### src/rtl/ico_spi_ctrl_master_if.sv
// spi_ctrl endpoint bus: the front end (master) strobes the OR-combined endpoint array (slave).
interface ico_spi_ctrl_master_if #(
  parameter int NUM_EP = 4
);
  logic              spi_ctrl_hd;
  logic              spi_ctrl_so;
  logic              spi_ctrl_si;
  logic [7:0]        spi_ctrl_di;
  logic [7:0]        spi_ctrl_do;
  logic [NUM_EP-1:0] spi_ctrl_epsel;

  modport master (
    output spi_ctrl_hd,
    output spi_ctrl_so,
    output spi_ctrl_si,
    output spi_ctrl_di,
    output spi_ctrl_epsel,
    input  spi_ctrl_do
  );

  modport slave (
    input  spi_ctrl_hd,
    input  spi_ctrl_so,
    input  spi_ctrl_si,
    input  spi_ctrl_di,
    input  spi_ctrl_epsel,
    output spi_ctrl_do
  );
endinterface

### src/rtl/ico_spi_ctrl_master.sv
// SPI-slave front end (mode 0, MSB first) turning host SPI traffic into spi_ctrl endpoint strobes.
// Byte 0 of a transaction selects the endpoint; later bytes are full-duplex data.
module ico_spi_ctrl_master #(
  parameter int NUM_EP      = 4,
  parameter int SYNC_STAGES = 2
) (
  input  logic                  clk,
  input  logic                  reset,
  input  logic                  spi_sck,
  input  logic                  spi_ss_n,
  input  logic                  spi_mosi,
  output logic                  spi_miso,
  ico_spi_ctrl_master_if.master bus
);

  typedef enum logic [2:0] {
    IDLE,
    ADDR,
    HDR,
    PRE,
    DATA
  } state_t;

  state_t state_q;
  state_t state_d;

  logic [SYNC_STAGES-1:0] sck_sync;
  logic [SYNC_STAGES-1:0] ss_sync;
  logic [SYNC_STAGES-1:0] mosi_sync;
  logic sck_s;
  logic ss_s;
  logic mosi_s;
  logic sck_prev;
  logic sck_rise;
  logic sck_fall;
  logic byte_done;

  logic [2:0]        bit_cnt;
  logic [7:0]        rx;
  logic [7:0]        rx_next;
  logic [7:0]        tx;
  logic [7:0]        di_q;
  logic [NUM_EP-1:0] epsel_q;
  logic [NUM_EP-1:0] addr_dec;
  logic              miso_q;
  logic              si_q;
  logic              hd;
  logic              so;

  // ss_n synchroniser resets to "deselected" so reset release never looks like a select
  always_ff @(posedge clk or posedge reset) begin
    if (reset) begin
      sck_sync  <= '0;
      ss_sync   <= '1;
      mosi_sync <= '0;
      sck_prev  <= 1'b0;
    end else begin
      sck_sync  <= {sck_sync[SYNC_STAGES-2:0], spi_sck};
      ss_sync   <= {ss_sync[SYNC_STAGES-2:0], spi_ss_n};
      mosi_sync <= {mosi_sync[SYNC_STAGES-2:0], spi_mosi};
      sck_prev  <= sck_s;
    end
  end

  assign sck_s     = sck_sync[SYNC_STAGES-1];
  assign ss_s      = ss_sync[SYNC_STAGES-1];
  assign mosi_s    = mosi_sync[SYNC_STAGES-1];
  assign sck_rise  = sck_s & ~sck_prev;
  assign sck_fall  = ~sck_s & sck_prev;
  assign byte_done = sck_rise && (bit_cnt == 3'd7);
  assign rx_next   = {rx[6:0], mosi_s};

  // Out-of-range addresses decode to no endpoint, so spi_ctrl_do reads back as zero
  always_comb begin
    addr_dec = '0;
    for (int i = 0; i < NUM_EP; i++) begin
      addr_dec[i] = ({24'd0, rx_next} == 32'(i));
    end
  end

  always_ff @(posedge clk or posedge reset) begin
    if (reset) begin
      state_q <= IDLE;
    end else begin
      state_q <= state_d;
    end
  end

  always_comb begin
    state_d = state_q;
    hd      = 1'b0;
    so      = 1'b0;
    case (state_q)
      IDLE: begin
        if (!ss_s) begin
          state_d = ADDR;
        end
      end
      ADDR: begin
        if (ss_s) begin
          state_d = IDLE;
        end else if (byte_done) begin
          state_d = HDR;
        end
      end
      HDR: begin
        if (ss_s) begin
          state_d = IDLE;
        end else begin
          hd      = 1'b1;
          state_d = PRE;
        end
      end
      PRE: begin
        if (ss_s) begin
          state_d = IDLE;
        end else begin
          so      = 1'b1;
          state_d = DATA;
        end
      end
      DATA: begin
        if (ss_s) begin
          state_d = IDLE;
        end
      end
      default: state_d = IDLE;
    endcase
  end

  // Deselect wipes the byte in flight; di keeps the last completed byte
  always_ff @(posedge clk or posedge reset) begin
    if (reset) begin
      bit_cnt <= 3'd0;
      rx      <= 8'd0;
      tx      <= 8'd0;
      di_q    <= 8'd0;
      epsel_q <= '0;
      miso_q  <= 1'b0;
      si_q    <= 1'b0;
    end else begin
      si_q <= 1'b0;
      if (state_q == IDLE || ss_s) begin
        bit_cnt <= 3'd0;
        rx      <= 8'd0;
        tx      <= 8'd0;
        epsel_q <= '0;
        miso_q  <= 1'b0;
      end else begin
        if (sck_rise) begin
          rx      <= rx_next;
          bit_cnt <= bit_cnt + 3'd1;
        end
        if (sck_fall && (state_q == ADDR || state_q == DATA)) begin
          miso_q <= tx[7];
          tx     <= {tx[6:0], 1'b0};
        end
        case (state_q)
          ADDR: begin
            if (byte_done) begin
              epsel_q <= addr_dec;
            end
          end
          PRE: begin
            tx <= bus.spi_ctrl_do;
          end
          DATA: begin
            if (byte_done) begin
              tx   <= bus.spi_ctrl_do;
              di_q <= rx_next;
              si_q <= 1'b1;
            end
          end
          default: ;
        endcase
      end
    end
  end

  assign spi_miso           = miso_q;
  assign bus.spi_ctrl_hd    = hd;
  assign bus.spi_ctrl_so    = so;
  assign bus.spi_ctrl_si    = si_q;
  assign bus.spi_ctrl_di    = di_q;
  assign bus.spi_ctrl_epsel = epsel_q;

endmodule
### src/flat_wrapper.sv
// flat-port wrapper written by rule: the top's interface ports become plain ports
module ico_spi_ctrl_master_flat 
#(
  parameter int NUM_EP      = 4,
  parameter int SYNC_STAGES = 2
)
  (clk, reset, spi_sck, spi_ss_n, spi_mosi, spi_miso, bus_spi_ctrl_hd, bus_spi_ctrl_so, bus_spi_ctrl_si, bus_spi_ctrl_di, bus_spi_ctrl_epsel, bus_spi_ctrl_do);
  ico_spi_ctrl_master_if #(.NUM_EP(NUM_EP)) bus_i ();
  input  logic clk;
  input  logic reset;
  input  logic spi_sck;
  input  logic spi_ss_n;
  input  logic spi_mosi;
  output logic spi_miso;
  output wire logic [$bits(bus_i.spi_ctrl_hd)-1:0] bus_spi_ctrl_hd;
  output wire logic [$bits(bus_i.spi_ctrl_so)-1:0] bus_spi_ctrl_so;
  output wire logic [$bits(bus_i.spi_ctrl_si)-1:0] bus_spi_ctrl_si;
  output wire logic [$bits(bus_i.spi_ctrl_di)-1:0] bus_spi_ctrl_di;
  output wire logic [$bits(bus_i.spi_ctrl_epsel)-1:0] bus_spi_ctrl_epsel;
  input wire logic [$bits(bus_i.spi_ctrl_do)-1:0] bus_spi_ctrl_do;
  assign bus_spi_ctrl_hd = bus_i.spi_ctrl_hd;
  assign bus_spi_ctrl_so = bus_i.spi_ctrl_so;
  assign bus_spi_ctrl_si = bus_i.spi_ctrl_si;
  assign bus_spi_ctrl_di = bus_i.spi_ctrl_di;
  assign bus_spi_ctrl_epsel = bus_i.spi_ctrl_epsel;
  assign bus_i.spi_ctrl_do = bus_spi_ctrl_do;
  ico_spi_ctrl_master #(.NUM_EP(NUM_EP), .SYNC_STAGES(SYNC_STAGES)) u_core (.clk(clk), .reset(reset), .spi_sck(spi_sck), .spi_ss_n(spi_ss_n), .spi_mosi(spi_mosi), .spi_miso(spi_miso), .bus(bus_i));
endmodule
### config.mk
export PLATFORM = sky130hd
export DESIGN_NAME = ico_spi_ctrl_master_flat
export DESIGN_NICKNAME = d
export VERILOG_FILES = /design/src/rtl/ico_spi_ctrl_master_if.sv /design/src/rtl/ico_spi_ctrl_master.sv /design/src/flat_wrapper.sv
export SDC_FILE = /design/constraint.sdc
export NUM_CORES = 1
export LEC_CHECK = 0
export BUFFER_PORTS_ARGS = -buffer_cell sky130_fd_sc_hd__buf_4
export CORE_AREA = 2 2 81 83
export CTS_CLUSTER_DIAMETER = 120
export DETAILED_ROUTE_END_ITERATION = 12
export DIE_AREA = 0 0 83 85
export GPL_TIMING_DRIVEN = 0
export HOLD_SLACK_MARGIN = 0.06
export PLACE_DENSITY_LB_ADDON = 0.3
export SETUP_SLACK_MARGIN = 0.1
export SLEW_MARGIN = 15
export SYNTH_ARGS = -nofsm -noshare
export SYNTH_HDL_FRONTEND = slang
export SYNTH_SLANG_ARGS = --single-unit
### constraint.sdc
create_clock -name clk -period 2.4 [get_ports clk]
set_input_delay 0 -clock clk [delete_from_list [all_inputs] [get_ports clk]]
set_output_delay 0 -clock clk [all_outputs]
set_load 0.03 [all_outputs]
==> results by group, run 1 <==
Global route
  • Antenna violations before repair: 0
  • First-pass GRT wire length: 6.099 mm
  • Maximum number of pins on one net before global-route repair: 28
  • Vias in the first global route: 1271
  • Leftover overflow at the end of global routing: 0
  • Global-route usage over all layers: 10.77%

Pwr
  • Standby leakage power: 1.125 nW
  • VDD IR-drop max: 211.9 µV
  • Total power divided by cell area: 547.1 nW/µm²

Status
  • Result of the run: completed

Clocking
  • Clock latency at the later pin of the worst-skew pair: 0.29 ns
  • Clock input transition at the sequential cells of the worst setup and hold paths: 0.08 ns
  • H-Tree Level Count: 2
  • Clk sinks: 42
  • Maximum clock path buffer count: 2
  • CTS root buf: sky130_fd_sc_hd__clkbuf_8
  • Number of setup buffers added after CTS: 0
  • TritonCTS buffer count: 5
  • CTS tree: built

Timing
  • Final worst clock skew: 0.004983 ns
  • Actual transition at the worst max-transition pin: 0.5817 ns
  • Final Cycle Share: 78.53%
  • Final hold violations: 0
  • Final period demand of the worst path: 1.885 ns
  • Final slew viol count: 0
  • Relative slew slack: 61.22%
  • RSZ-0062 raised after global routing: false
  • Highest clock frequency the design can meet: 530.6 MHz
  • Final number of setup-violating endpoints: 0
  • Total negative slack: 0 ns
  • Final WS setup: 0.5153 ns

Logic synthesis
  • #FFs+latches synth: 42
  • Top_reg_cell synth: sky130_fd_sc_hd__dfrtp_1
  • Library cell occupying the most area in the post-synthesis netlist: sky130_fd_sc_hd__dfrtp_1
  • Async SR Flop Fraction: 100.0%
  • Total standard cell area after synthesis: 1812 µm²
  • Net count of the mapped netlist: 177
  • EDFF count, synth: 0
  • Main area contributors after synthesis: sky130_fd_sc_hd__dfrtp_1 (55%), sky130_fd_sc_hd__mux2_4 (5.8%), sky130_fd_sc_hd__a21oi_1 (5.0%)
  • Mean Syn Cell Area: 11.18 µm²
  • Yosys synthesis warning count: 0
  • Cells after synthesis: 162
  • Post-synthesis sequential area ratio: 58.15%
  • Library cells used by synthesis: 33
  • Area share of the largest cell type after synthesis: 55.25%

Routing
  • Highest metal layer with signal wires: met4
  • Wire length per cell: 12.08 µm
  • Number of remaining DRC errors: 0
  • DRC marker count from the first detailed-route iteration: 85
  • Routed met1 length: 1.724 mm
  • Routed length on met2: 1.567 mm
  • Detailed-route via count: 1265
  • Via/cell ratio: 4.392
  • DRT Pass-1 Iters: 4
  • Antenna Nets Post-Route: 0
  • Final Routed Wirelength: 3.478 mm
  • Met3 Routed Length: 136 µm

Layout
  • Fillcell total: 609
  • # nets final: 225
  • Antenna diodes: 0
  • Fraction of final layout cells sized beyond drive strength 1: 25.59%
  • Layout area overhead: 29.90%
  • Final core utilization: 37.93%

Critical path
  • Highest fanout seen on the critical path: 10
  • Combined buffer and inverter count along the critical path: 1
  • Maximum cell stage delay along the critical path: 0.40 ns
  • Nature of the critical path startpoint: flip-flop
  • FF-to-FF Start: u_core.bit_cnt[0]
  • Path depth of the worst reg2reg path: 7
  • Setup Crit Path Kind: reg -> reg
  • R2r setup slk: 0.52 ns
  • Endpoint required time on the critical path: 2.61 ns
  • Cell-by-cell listing of the critical path: ha_1, ha_1, nand3b_1, o21a_1, clkbuf_1, o21ai_0, a21oi_1
  • Critical path data arrival time: 2.10 ns
  • CP endpoint kind: flip-flop
  • Cell family with most CP delay: compound AO/OA/AOI/OAI gates
  • Slowest library cell on the worst path: sky130_fd_sc_hd__dfrtp_1
  • Capturing point of the worst reg2reg path: u_core.tx[6]
  • CP dominant cell by count: sky130_fd_sc_hd__ha_1

Floorplan
  • Total Die Area: 7055 µm²
  • Count of boundary I/O pins: 29
  • Initial core utilization: 29.20%
  • Die Width: 83 µm
  • Placement row count: 29
  • Area of the core: 6205 µm²
  • Die boundary height: 85 µm

Place
  • Detailed Place HPWL: 2.446 mm
  • IO Port Bufs: 28
  • Routability congestion estimate from global placement: 0.7172
  • Setup Slack @ Placement: 0.5015 ns

Min path
  • Type of the most critical hold path: in -> async

Job
  • Max-cap viol count: 0
-- how the worst max path moves through the flow --
stage	startpoint	end	slack (ns)	cells past startpoint
6_report	u_core.bit_cnt[0]	u_core.tx[6]	0.52	7
5_1_grt	u_core.bit_cnt[0]	u_core.tx[5]	0.31	7
4_1_cts	u_core.ss_sync[1]	u_core.bit_cnt[0]	0.49	5
3_5_place_dp	u_core.ss_sync[1]	u_core.bit_cnt[0]	0.50	5
3_3_place_gp	u_core.ss_sync[1]	u_core.spi_miso	0.53	5
2_1_floorplan	u_core.state_q[1]	u_core.bus.spi_ctrl_di[0]	0.61	5
-- cells in the final DEF, fill, tap and decap left out, types with 3 or more instances in the layout --
master,count
sky130_fd_sc_hd__a21oi_1,18
sky130_fd_sc_hd__dlygate4sd3_1,12
sky130_fd_sc_hd__clkbuf_1,6
sky130_fd_sc_hd__o21ai_0,9
sky130_fd_sc_hd__buf_6,3
sky130_fd_sc_hd__inv_1,3
sky130_fd_sc_hd__nand3_1,5
sky130_fd_sc_hd__dfrtp_1,40
sky130_fd_sc_hd__clkbuf_8,6
sky130_fd_sc_hd__nand2_1,21
sky130_fd_sc_hd__nand3b_1,3
sky130_fd_sc_hd__mux2i_1,8
sky130_fd_sc_hd__nor2_1,5
sky130_fd_sc_hd__buf_4,29
sky130_fd_sc_hd__mux2_4,7
sky130_fd_sc_hd__nor3_1,6
-- where the power goes --
group / switching [mW] / internal (mW)
clock: 0.235 / 0.231
combinational: 0.0508 / 0.0456
sequential: 0.00634 / 0.718
-- cell usage after synthesis, types with 2 or more instances --
master and instances:
sky130_fd_sc_hd__nand3_1 5, sky130_fd_sc_hd__nand2b_1 2, sky130_fd_sc_hd__o21a_1 2, sky130_fd_sc_hd__clkbuf_1 6, sky130_fd_sc_hd__nand3b_1 3, sky130_fd_sc_hd__buf_6 3, sky130_fd_sc_hd__o31ai_1 2, sky130_fd_sc_hd__ha_1 2
sky130_fd_sc_hd__nand2_1 21, sky130_fd_sc_hd__nor2_1 5, sky130_fd_sc_hd__o21ai_0 9, sky130_fd_sc_hd__nor3_1 6, sky130_fd_sc_hd__dfrtp_1 40, sky130_fd_sc_hd__mux2i_1 8, sky130_fd_sc_hd__and2_1 2, sky130_fd_sc_hd__inv_1 4
sky130_fd_sc_hd__mux2_4 7, sky130_fd_sc_hd__dfstp_2 2, sky130_fd_sc_hd__or3_1 2, sky130_fd_sc_hd__a21oi_1 18
-- cells by family (layout without fill, tap and decap cells) --
logic type	after synthesis	after routing	synth area share, %
AO/OA/AOI/OAI	33	33	10.08
flip-flops	42	42	58.15
adder cells (fa/ha/maj)	2	2	1.381
buffers and inverters	15	64	4.558
XOR/XNOR	2	2	0.9670
multiplexers	16	16	10.84
AND/OR/NAND/NOR	52	52	14.02
-- state kept, by name, summed over array words and instances, names as in the netlist --
| signal | count |
|---|---|
| u_core.bus.spi_ctrl_si | 1 |
| u_core.bus.spi_ctrl_di | 8 |
| u_core.rx | 7 |
| u_core.tx | 8 |
| u_core.state_q | 3 |
| u_core.mosi_sync | 2 |
| u_core.bus.spi_ctrl_epsel | 4 |
| u_core.sck_prev | 1 |
| u_core.spi_miso | 1 |
| u_core.ss_sync | 2 |
| u_core.sck_sync | 2 |
| u_core.bit_cnt | 3 |
-- worst register-to-register path: stages (launching register included) --
cell and delay (ns):
sky130_fd_sc_hd__dfrtp_1 0.40, sky130_fd_sc_hd__ha_1 0.21, sky130_fd_sc_hd__ha_1 0.19, sky130_fd_sc_hd__nand3b_1 0.12, sky130_fd_sc_hd__o21a_1 0.24, sky130_fd_sc_hd__clkbuf_1 0.35
sky130_fd_sc_hd__o21ai_0 0.14, sky130_fd_sc_hd__a21oi_1 0.16
-- layer usage --
metal / GRT usage, % / up-vias
li1: - / 652
met1: 14.45 / 583
met2: 16.72 / 25
met3: 3.016 / 5
met4: 4.024 / 0
met5: 0 / -
-- area by class of cell --
class                      instances  area (µm²)  area share, %
buffer                            11       67.56          2.871
clock buffer                       6       82.58          3.509
clock inverter                     2       12.51         0.5316
inverter                           4       15.01         0.6380
multi-input combinational        105       675.6          28.71
sequential                        42        1054          44.76
tap                               77       96.34          4.094
timing repair buffer              41       350.3          14.89
-- through the flow --
stage               power [mW]  cell area [µm²]  hold WS, ns  std cells
floorplan               0.7844             1812     0.004478        162
global placement        0.8171             2118       0.1117        267
detailed placement      0.8214             2138    -0.003531        268
CTS                      1.308             2354       0.2440        288
global route             1.354             2354       0.2611        288
finish                   1.288             2354       0.2389        288
-- what timing repair did --
item,CTS,global route
endpoints found under the hold margin,51,0
endpoints found under the setup margin,0,0
hold buffers,12,0
gates resized for setup,0,0
(Power assumes the default switching activity.)
==> run 2, diff against run 1 <==
Clock period 2.4 ns to 1.75 ns, I/O delays scaled along.
==> run 2 against run 1 <==
  * The flow now finishes with violations (setup timing)
  * Clock skew grew 0.0050 ns
  * Sequential share of layout area decreased by 2.7 points
  * Clock power up 100%
  * Count of clock-buffer cells in the layout is the same
  * Utilization is 2.5 points higher
  * Critical path depth is 2 lower
  * Critical path type unchanged
==> results by group, run 2 (synthesized netlist as in run 1, its figures left out) <==
Status
  • Result of the run: finished with violations (was completed)
  • Violations in the final reports: setup timing

Global route
  • Global-route usage over all layers: 10.83% (was 10.77%)
  • Vias in the first global route: 1395 (was 1271)
  • Maximum number of pins on one net before global-route repair: 28 (unchanged)
  • Leftover overflow at the end of global routing: 0 (unchanged)
  • First-pass GRT wire length: 6.292 mm (was 6.099 mm)
  • Antenna violations before repair: 0 (unchanged)

Critical path
  • Critical path data arrival time: 1.99 ns (was 2.10 ns)
  • Endpoint required time on the critical path: 1.93 ns (was 2.61 ns)
  • Setup Crit Path Kind: reg -> reg (unchanged)
  • CP endpoint kind: flip-flop (unchanged)
  • Highest fanout seen on the critical path: 5 (was 10)
  • Nature of the critical path startpoint: flip-flop (unchanged)

Timing
  • Tightest hold margin: 0.2278 ns (was 0.2389 ns)
  • Final WS setup: -0.05583 ns (was 0.5153 ns)
  • Highest clock frequency the design can meet: 553.8 MHz (was 530.6 MHz)
  • Final hold violations: 0 (unchanged)
  • Final period demand of the worst path: 1.806 ns (was 1.885 ns)
  • Final number of setup-violating endpoints: 7 (was 0)
  • Relative slew slack: 68.38% (was 61.22%)
  • Final slew viol count: 0 (unchanged)
  • RSZ-0062 raised after global routing: true (was false)
  • Final worst clock skew: 0.009954 ns (was 0.004983 ns)
  • Final Cycle Share: 103.2% (was 78.53%)
  • Actual transition at the worst max-transition pin: 0.4700 ns (was 0.5817 ns)

Min path
  • Type of the most critical hold path: in -> async (unchanged)

Routing
  • Antenna Nets Post-Route: 0 (unchanged)
  • DRT Pass-1 Iters: 4 (unchanged)
  • Number of remaining DRC errors: 0 (unchanged)
  • Final Routed Wirelength: 3.456 mm (was 3.478 mm)
  • Detailed-route via count: 1337 (was 1265)
  • DRC marker count from the first detailed-route iteration: 84 (was 85)
  • Wire length per cell: 11.84 µm (was 12.08 µm)
  • Via/cell ratio: 4.579 (was 4.392)

Layout
  • Final core utilization: 40.41% (was 37.93%)
  • Post-route standard cell area excluding fillers: 2507 µm² (was 2354 µm²)
  • Layout area overhead: 38.40% (was 29.90%)
  • Antenna diodes: 0 (unchanged)
  • # nets final: 229 (was 225)
  • Most common cell after layout, fill and taps aside: sky130_fd_sc_hd__dfrtp_1 (unchanged)
  • Leading cell types in the layout, fill and taps excluded: sky130_fd_sc_hd__dfrtp_1 (40), sky130_fd_sc_hd__buf_4 (33), sky130_fd_sc_hd__nand2_1 (20) (was sky130_fd_sc_hd__dfrtp_1 (40), sky130_fd_sc_hd__buf_4 (29), sky130_fd_sc_hd__nand2_1 (21))
  • Fin cells: 292 (was 288)
  • Fraction of final layout cells sized beyond drive strength 1: 34.42% (was 25.59%)
  • Fillcell total: 604 (was 609)

Clocking
  • Clock latency at the later pin of the worst-skew pair: 0.29 ns (about the same)
  • H-Tree Level Count: 2 (unchanged)
  • Clk sinks: 42 (unchanged)
  • CTS root buf: sky130_fd_sc_hd__clkbuf_8 (unchanged)
  • TritonCTS buffer count: 5 (unchanged)
  • Maximum clock path buffer count: 2 (unchanged)
  • CTS tree: built (unchanged)
  • Clock input transition at the sequential cells of the worst setup and hold paths: 0.08 ns (about the same)

Floorplan
  • Die Width: 83 µm (unchanged)
  • Initial core utilization: 29.20% (unchanged)
  • Placement row count: 29 (unchanged)
  • Area of the core: 6205 µm² (unchanged)
  • Count of boundary I/O pins: 29 (unchanged)
  • Die boundary height: 85 µm (unchanged)
  • Total Die Area: 7055 µm² (unchanged)

Place
  • Placed inst area: 2138 µm² (unchanged)
  • IO Port Bufs: 28 (unchanged)
  • Setup Slack @ Placement: -0.1267 ns (was 0.5015 ns)
  • Placed Instances: 268 (unchanged)
  • Detailed Place HPWL: 2.345 mm (was 2.446 mm)
  • Routability congestion estimate from global placement: 0.7234 (was 0.7172)

Pwr
  • VDD IR-drop max: 380.7 µV (was 211.9 µV)
  • Total power divided by cell area: 825.5 nW/µm² (was 547.1 nW/µm²)
  • Standby leakage power: 1.195 nW (was 1.125 nW)

Job
  • Max-cap viol count: 0 (unchanged)
==> run 2: final cells by class <==
type / count / area [µm²] / share of cell area [%]
timing repair buffer: 47 / 402.9 / 16.07
clock buffer: 6 / 82.58 / 3.293
tap: 77 / 96.34 / 3.842
buffer: 9 / 72.57 / 2.894
multi-input combinational: 105 / 724.4 / 28.89
sequential: 42 / 1054 / 42.02
clock inverter: 2 / 60.06 / 2.395
inverter: 4 / 15.01 / 0.5988
==> run 2: worst max-delay path, cell delays in order, from the launching register on <==
cell                      delay, ns
sky130_fd_sc_hd__dfrtp_1       0.38
sky130_fd_sc_hd__buf_6         0.12
sky130_fd_sc_hd__or3b_4        0.39
sky130_fd_sc_hd__or3_4         0.36
sky130_fd_sc_hd__buf_6         0.15
sky130_fd_sc_hd__mux2_4        0.29
==> run 2: metal layers <==
| metal | vias up | track usage (%) | wire length, µm |
|---|---|---|---|
| met5 | - | 0 | 0 |
| met4 | 0 | 4.471 | 70 |
| met3 | 7 | 2.529 | 116 |
| met2 | 18 | 18.26 | 1715 |
| met1 | 652 | 13.44 | 1554 |
| li1 | 660 | - | - |
==> run 2: what timing repair did <==
item / in CTS / in global routing
gates cloned: 1 / 0
pin swaps: 4 / 1
hold buffers: 12 / 0
resized for setup: 16 / 10
endpoints found under the hold margin: 51 / 0
setup endpoints to repair: 28 / 26
setup buffers: 4 / 1
==> run 2: worst paths after layout <==
kind | startpoint | slack [ns] | cells past startpoint | endpoint
min | reset | 0.23 | 3 | u_core.bus.spi_ctrl_di[3]
max reg2reg | u_core.state_q[1] | -0.06 | 5 | u_core.bus.spi_ctrl_di[4]
min reg2reg | u_core.sck_sync[0] | 0.35 | 0 | u_core.sck_sync[1]
max | u_core.state_q[1] | -0.06 | 5 | u_core.bus.spi_ctrl_di[4]
min in group clk | spi_mosi | 0.35 | 2 | u_core.mosi_sync[0]
max in group asynchronous | reset | 0.99 | 4 | u_core.ss_sync[1]
==> run 2: stage by stage <==
step                TNS (ns)  power (mW)
finish               -0.3033       2.070
global route         -0.5557       2.148
CTS                  -0.3661       2.096
detailed placement    -1.326       1.125
global placement      -1.305       1.118
floorplan           -0.02382       1.076
==> run 2: report_power, final <==
part	internal [mW]	total [mW]	switching, mW
clock	0.608	0.937	0.328
sequential	0.985	0.997	0.0114
combinational	0.0687	0.136	0.0678
total	1.66	2.07	0.407
==> run 3, diff against run 2 <==
Settings changed: ABC_AREA set to 1, CORE_AREA 2 2 81 83 to 2 2 84 86, DIE_AREA 0 0 83 85 to 0 0 86 88.
==> run 3 against run 2 <==
  * The flow now finishes without violations
  * Flip-flop and latch count did not move
  * Critical endpoint is now u_core.tx[1]
  * Clock skew is essentially flat
  * Die area rose by 7.3%
  * Sequential share of layout area up 0.19 points
  * Non-clock buffer count down 12
  * First-iteration DRC count is 51% lower
  * Synthesized area increased by 7.7%
==> results by group, run 3 <==
Logic synthesis
  • Xor/xnor share of the synthesized area: 0.4487% (was 0.9669%)
  • Cells after synthesis: 212 (was 162)
  • Total standard cell area after synthesis: 1952 µm² (was 1812 µm²)
  • Most common cell in the synthesized netlist: sky130_fd_sc_hd__dfrtp_1 (unchanged)
  • Synth Area in Simple Gates: 26.92% (was 14.02%)
  • Mean Syn Cell Area: 9.207 µm² (was 11.18 µm²)
  • Mux cell area share after synthesis: 0% (was 10.84%)
  • Post-synthesis sequential area ratio: 53.97% (was 58.15%)
  • Area share of the largest cell type after synthesis: 51.28% (was 55.25%)
  • #FFs+latches synth: 42 (unchanged)
  • Largest family of logic cells by synthesized area: simple AND/OR/NAND/NOR gates (unchanged)
  • Net count of the mapped netlist: 227 (was 177)
  • Async SR Flop Fraction: 100.0% (unchanged)
  • EDFF count, synth: 0 (unchanged)
  • Most used standard cells in the synthesized netlist: sky130_fd_sc_hd__dfrtp_1 (40), sky130_fd_sc_hd__nand2_1 (29), sky130_fd_sc_hd__inv_1 (26) (was sky130_fd_sc_hd__dfrtp_1 (40), sky130_fd_sc_hd__nand2_1 (21), sky130_fd_sc_hd__a21oi_1 (18))
  • Top_reg_cell synth: sky130_fd_sc_hd__dfrtp_1 (unchanged)
  • Library cells used by synthesis: 28 (was 33)
  • Main area contributors after synthesis: sky130_fd_sc_hd__dfrtp_1 (51%), sky130_fd_sc_hd__nand3_1 (6.4%), sky130_fd_sc_hd__a21oi_1 (5.9%) (was sky130_fd_sc_hd__dfrtp_1 (55%), sky130_fd_sc_hd__mux2_4 (5.8%), sky130_fd_sc_hd__a21oi_1 (5.0%))
  • Library cell occupying the most area in the post-synthesis netlist: sky130_fd_sc_hd__dfrtp_1 (unchanged)
  • Post-synthesis compound-gate area fraction: 10.19% (was 10.08%)
  • Yosys synthesis warning count: 0 (unchanged)
  • Adder-Cell Fraction of Synth Area: 1.282% (was 1.381%)

Floorplan
  • Area of the core: 6644 µm² (was 6205 µm²)
  • Die boundary height: 88 µm (was 85 µm)
  • Die Width: 86 µm (was 83 µm)
  • Total Die Area: 7568 µm² (was 7055 µm²)
  • Count of boundary I/O pins: 29 (unchanged)
  • Placement row count: 30 (was 29)
  • Initial core utilization: 29.38% (was 29.20%)

Timing
  • Final period demand of the worst path: 1.511 ns (was 1.806 ns)
  • Final number of setup-violating endpoints: 0 (was 7)
  • Final WS setup: 0.2393 ns (was -0.05583 ns)
  • RSZ-0062 raised after global routing: false (was true)
  • Actual transition at the worst max-transition pin: 0.5171 ns (was 0.4700 ns)
  • Final Cycle Share: 86.32% (was 103.2%)
  • Total negative slack: 0 ns (was -0.3033 ns)
  • Final slew viol count: 0 (unchanged)
  • Final hold violations: 0 (unchanged)
  • Highest clock frequency the design can meet: 662.0 MHz (was 553.8 MHz)
  • Final worst clock skew: 0.009541 ns (was 0.009954 ns)
  • Relative slew slack: 65.49% (was 68.38%)

Critical path
  • FF-to-FF Start: u_core.bit_cnt[0] (was u_core.state_q[1])
  • Highest fanout seen on the critical path: 8 (was 5)
  • Setup Crit Path Kind: reg -> reg (unchanged)
  • Endpoint required time on the critical path: 1.94 ns (was 1.93 ns)
  • CP endpoint kind: flip-flop (unchanged)
  • Launch point of the worst path: u_core.bit_cnt[0] (was u_core.state_q[1])
  • Capturing point of the worst reg2reg path: u_core.tx[1] (was u_core.bus.spi_ctrl_di[4])
  • R2r setup slk: 0.24 ns (was -0.06 ns)
  • Path depth of the worst reg2reg path: 8 (was 5)
  • Critical path data arrival time: 1.70 ns (was 1.99 ns)
  • Nature of the critical path startpoint: flip-flop (unchanged)

Global route
  • Leftover overflow at the end of global routing: 0 (unchanged)
  • Vias in the first global route: 1569 (was 1395)
  • Antenna violations before repair: 0 (unchanged)
  • Maximum number of pins on one net before global-route repair: 28 (unchanged)
  • Global-route usage over all layers: 11.68% (was 10.83%)
  • First-pass GRT wire length: 6.982 mm (was 6.292 mm)

Clocking
  • TritonCTS buffer count: 5 (unchanged)
  • Clock input transition at the sequential cells of the worst setup and hold paths: 0.08 ns (about the same)
  • Number of setup buffers added after CTS: 0 (was 4)
  • H-Tree Level Count: 2 (unchanged)
  • Clock latency at the later pin of the worst-skew pair: 0.29 ns (about the same)
  • Maximum clock path buffer count: 2 (unchanged)
  • CTS root buf: sky130_fd_sc_hd__clkbuf_8 (unchanged)
  • Clk sinks: 42 (unchanged)
  • CTS tree: built (unchanged)

Routing
  • Routed length on met2: 1.899 mm (was 1.715 mm)
  • Number of remaining DRC errors: 0 (unchanged)
  • Final Routed Wirelength: 3.976 mm (was 3.456 mm)
  • Met3 Routed Length: 153 µm (was 116 µm)
  • Wire length per cell: 11.66 µm (was 11.84 µm)
  • Detailed-route via count: 1564 (was 1337)
  • DRT Pass-1 Iters: 4 (unchanged)
  • Highest metal layer with signal wires: met4 (unchanged)
  • Antenna Nets Post-Route: 0 (unchanged)
  • DRC marker count from the first detailed-route iteration: 41 (was 84)
  • Routed met1 length: 1.864 mm (was 1.554 mm)
  • Via/cell ratio: 4.587 (was 4.579)

Layout
  • Fillcell total: 661 (was 604)
  • Layout area overhead: 27.88% (was 38.40%)
  • # nets final: 275 (was 229)
  • Reg area: 1054 µm² (unchanged)
  • Antenna diodes: 0 (unchanged)
  • Multi-input combinational cell area: 765.7 µm² (was 724.4 µm²)
  • Final core utilization: 37.57% (was 40.41%)
  • Leading cell types in the layout, fill and taps excluded: sky130_fd_sc_hd__dfrtp_1 (40), sky130_fd_sc_hd__nand2_1 (29), sky130_fd_sc_hd__buf_4 (28) (was sky130_fd_sc_hd__dfrtp_1 (40), sky130_fd_sc_hd__buf_4 (33), sky130_fd_sc_hd__nand2_1 (20))
  • Fraction of final layout cells sized beyond drive strength 1: 27.20% (was 34.42%)
  • Most common cell after layout, fill and taps aside: sky130_fd_sc_hd__dfrtp_1 (unchanged)

Pwr
  • VDD IR-drop max: 860.6 µV (was 380.7 µV)
  • Power consumption: 2.733 mW (was 2.070 mW)
  • Standby leakage power: 1.253 nW (was 1.195 nW)
  • Total power divided by cell area: 1095 nW/µm² (was 825.5 nW/µm²)

Status
  • Result of the run: completed (was finished with violations)

Min path
  • Type of the most critical hold path: in -> async (unchanged)

Place
  • Setup Slack @ Placement: 0.2402 ns (was -0.1267 ns)
  • Detailed Place HPWL: 2.776 mm (was 2.345 mm)
  • Routability congestion estimate from global placement: 0.7399 (was 0.7234)
  • IO Port Bufs: 28 (unchanged)

Job
  • Max-cap viol count: 0 (unchanged)
run 3: cell count changes in the layout (fill, tap and decap cells not counted), moves of 8 or more:
cell and change:
sky130_fd_sc_hd__inv_1 +22, sky130_fd_sc_hd__nand3_1 +21, sky130_fd_sc_hd__nor2_1 +15, sky130_fd_sc_hd__nand2_2 +10, sky130_fd_sc_hd__nand2_1 +9, sky130_fd_sc_hd__mux2_4 -8
sky130_fd_sc_hd__mux2i_1 -8
run 3: worst max path at each step:
stage | slack [ns] | cells after the start | end
6_report | 0.24 | 8 | u_core.tx[1]
5_1_grt | 0.12 | 8 | u_core.tx[5]
4_1_cts | 0.23 | 6 | u_core.bus.spi_ctrl_epsel[2]
3_5_place_dp | 0.24 | 8 | u_core.tx[1]
3_3_place_gp | 0.13 | 2 | u_core.bus.spi_ctrl_di[0]
2_1_floorplan | 0.16 | 5 | u_core.state_q[1]
run 3: report_power, final:
group | total (mW) | switching [mW] | internal, mW
Combinational | 0.949 | 0.616 | 0.334
Sequential | 1.17 | 0.0986 | 1.08
Clock | 0.609 | 0.327 | 0.281
run 3: worst max-delay path, cell delays in order, from the launching register on:
cell and delay [ns]:
sky130_fd_sc_hd__dfrtp_1 0.40, sky130_fd_sc_hd__ha_1 0.20, sky130_fd_sc_hd__ha_1 0.21, sky130_fd_sc_hd__nand3_4 0.17
sky130_fd_sc_hd__nor2_2 0.09, sky130_fd_sc_hd__nor2_8 0.15, sky130_fd_sc_hd__nand3_1 0.09, sky130_fd_sc_hd__nand2_1 0.07
sky130_fd_sc_hd__inv_1 0.04
run 3: cell type report:
type | instances | share of cell area (%)
flip-flops and latches | 42 | 42.21
multi-input cells | 137 | 30.68
repair buffers | 41 | 14.04
inverters | 30 | 4.511
well taps | 80 | 4.010
clock buffers | 6 | 2.907
plain buffers | 3 | 1.103
clock inverters | 2 | 0.5514
run 3: logic make-up after synthesis:
| group | count (synthesis) |
|---|---|
| AOI/OAI and AO/OA | 36 |
| xor gates and xnor gates | 1 |
| adders and majority gates | 2 |
| buffers and inverters | 33 |
| DFF | 42 |
| and+or+nand+nor | 98 |
run 3: routing by layer:
metal,vias to the layer above,GRT usage [%]
li1,776,-
met2,30,19.31
met1,752,14.85
met5,-,0
met3,6,2.828
met4,0,4.473
run 3: per-stage QoR:
step | cells | cell area [µm²] | hold slack (ns)
floorplan | 212 | 1952 | 0.004478
global placement | 320 | 2262 | 0.1102
detailed placement | 321 | 2282 | 0.01699
CTS | 341 | 2489 | 0.2424
global route | 341 | 2496 | 0.2644
finish | 341 | 2496 | 0.2439
run 3: timing repair:
action	CTS	global route
endpoints found under the setup margin	0	2
hold buffers	12	0
endpoints found under the hold margin	51	0
gates resized for setup	0	1
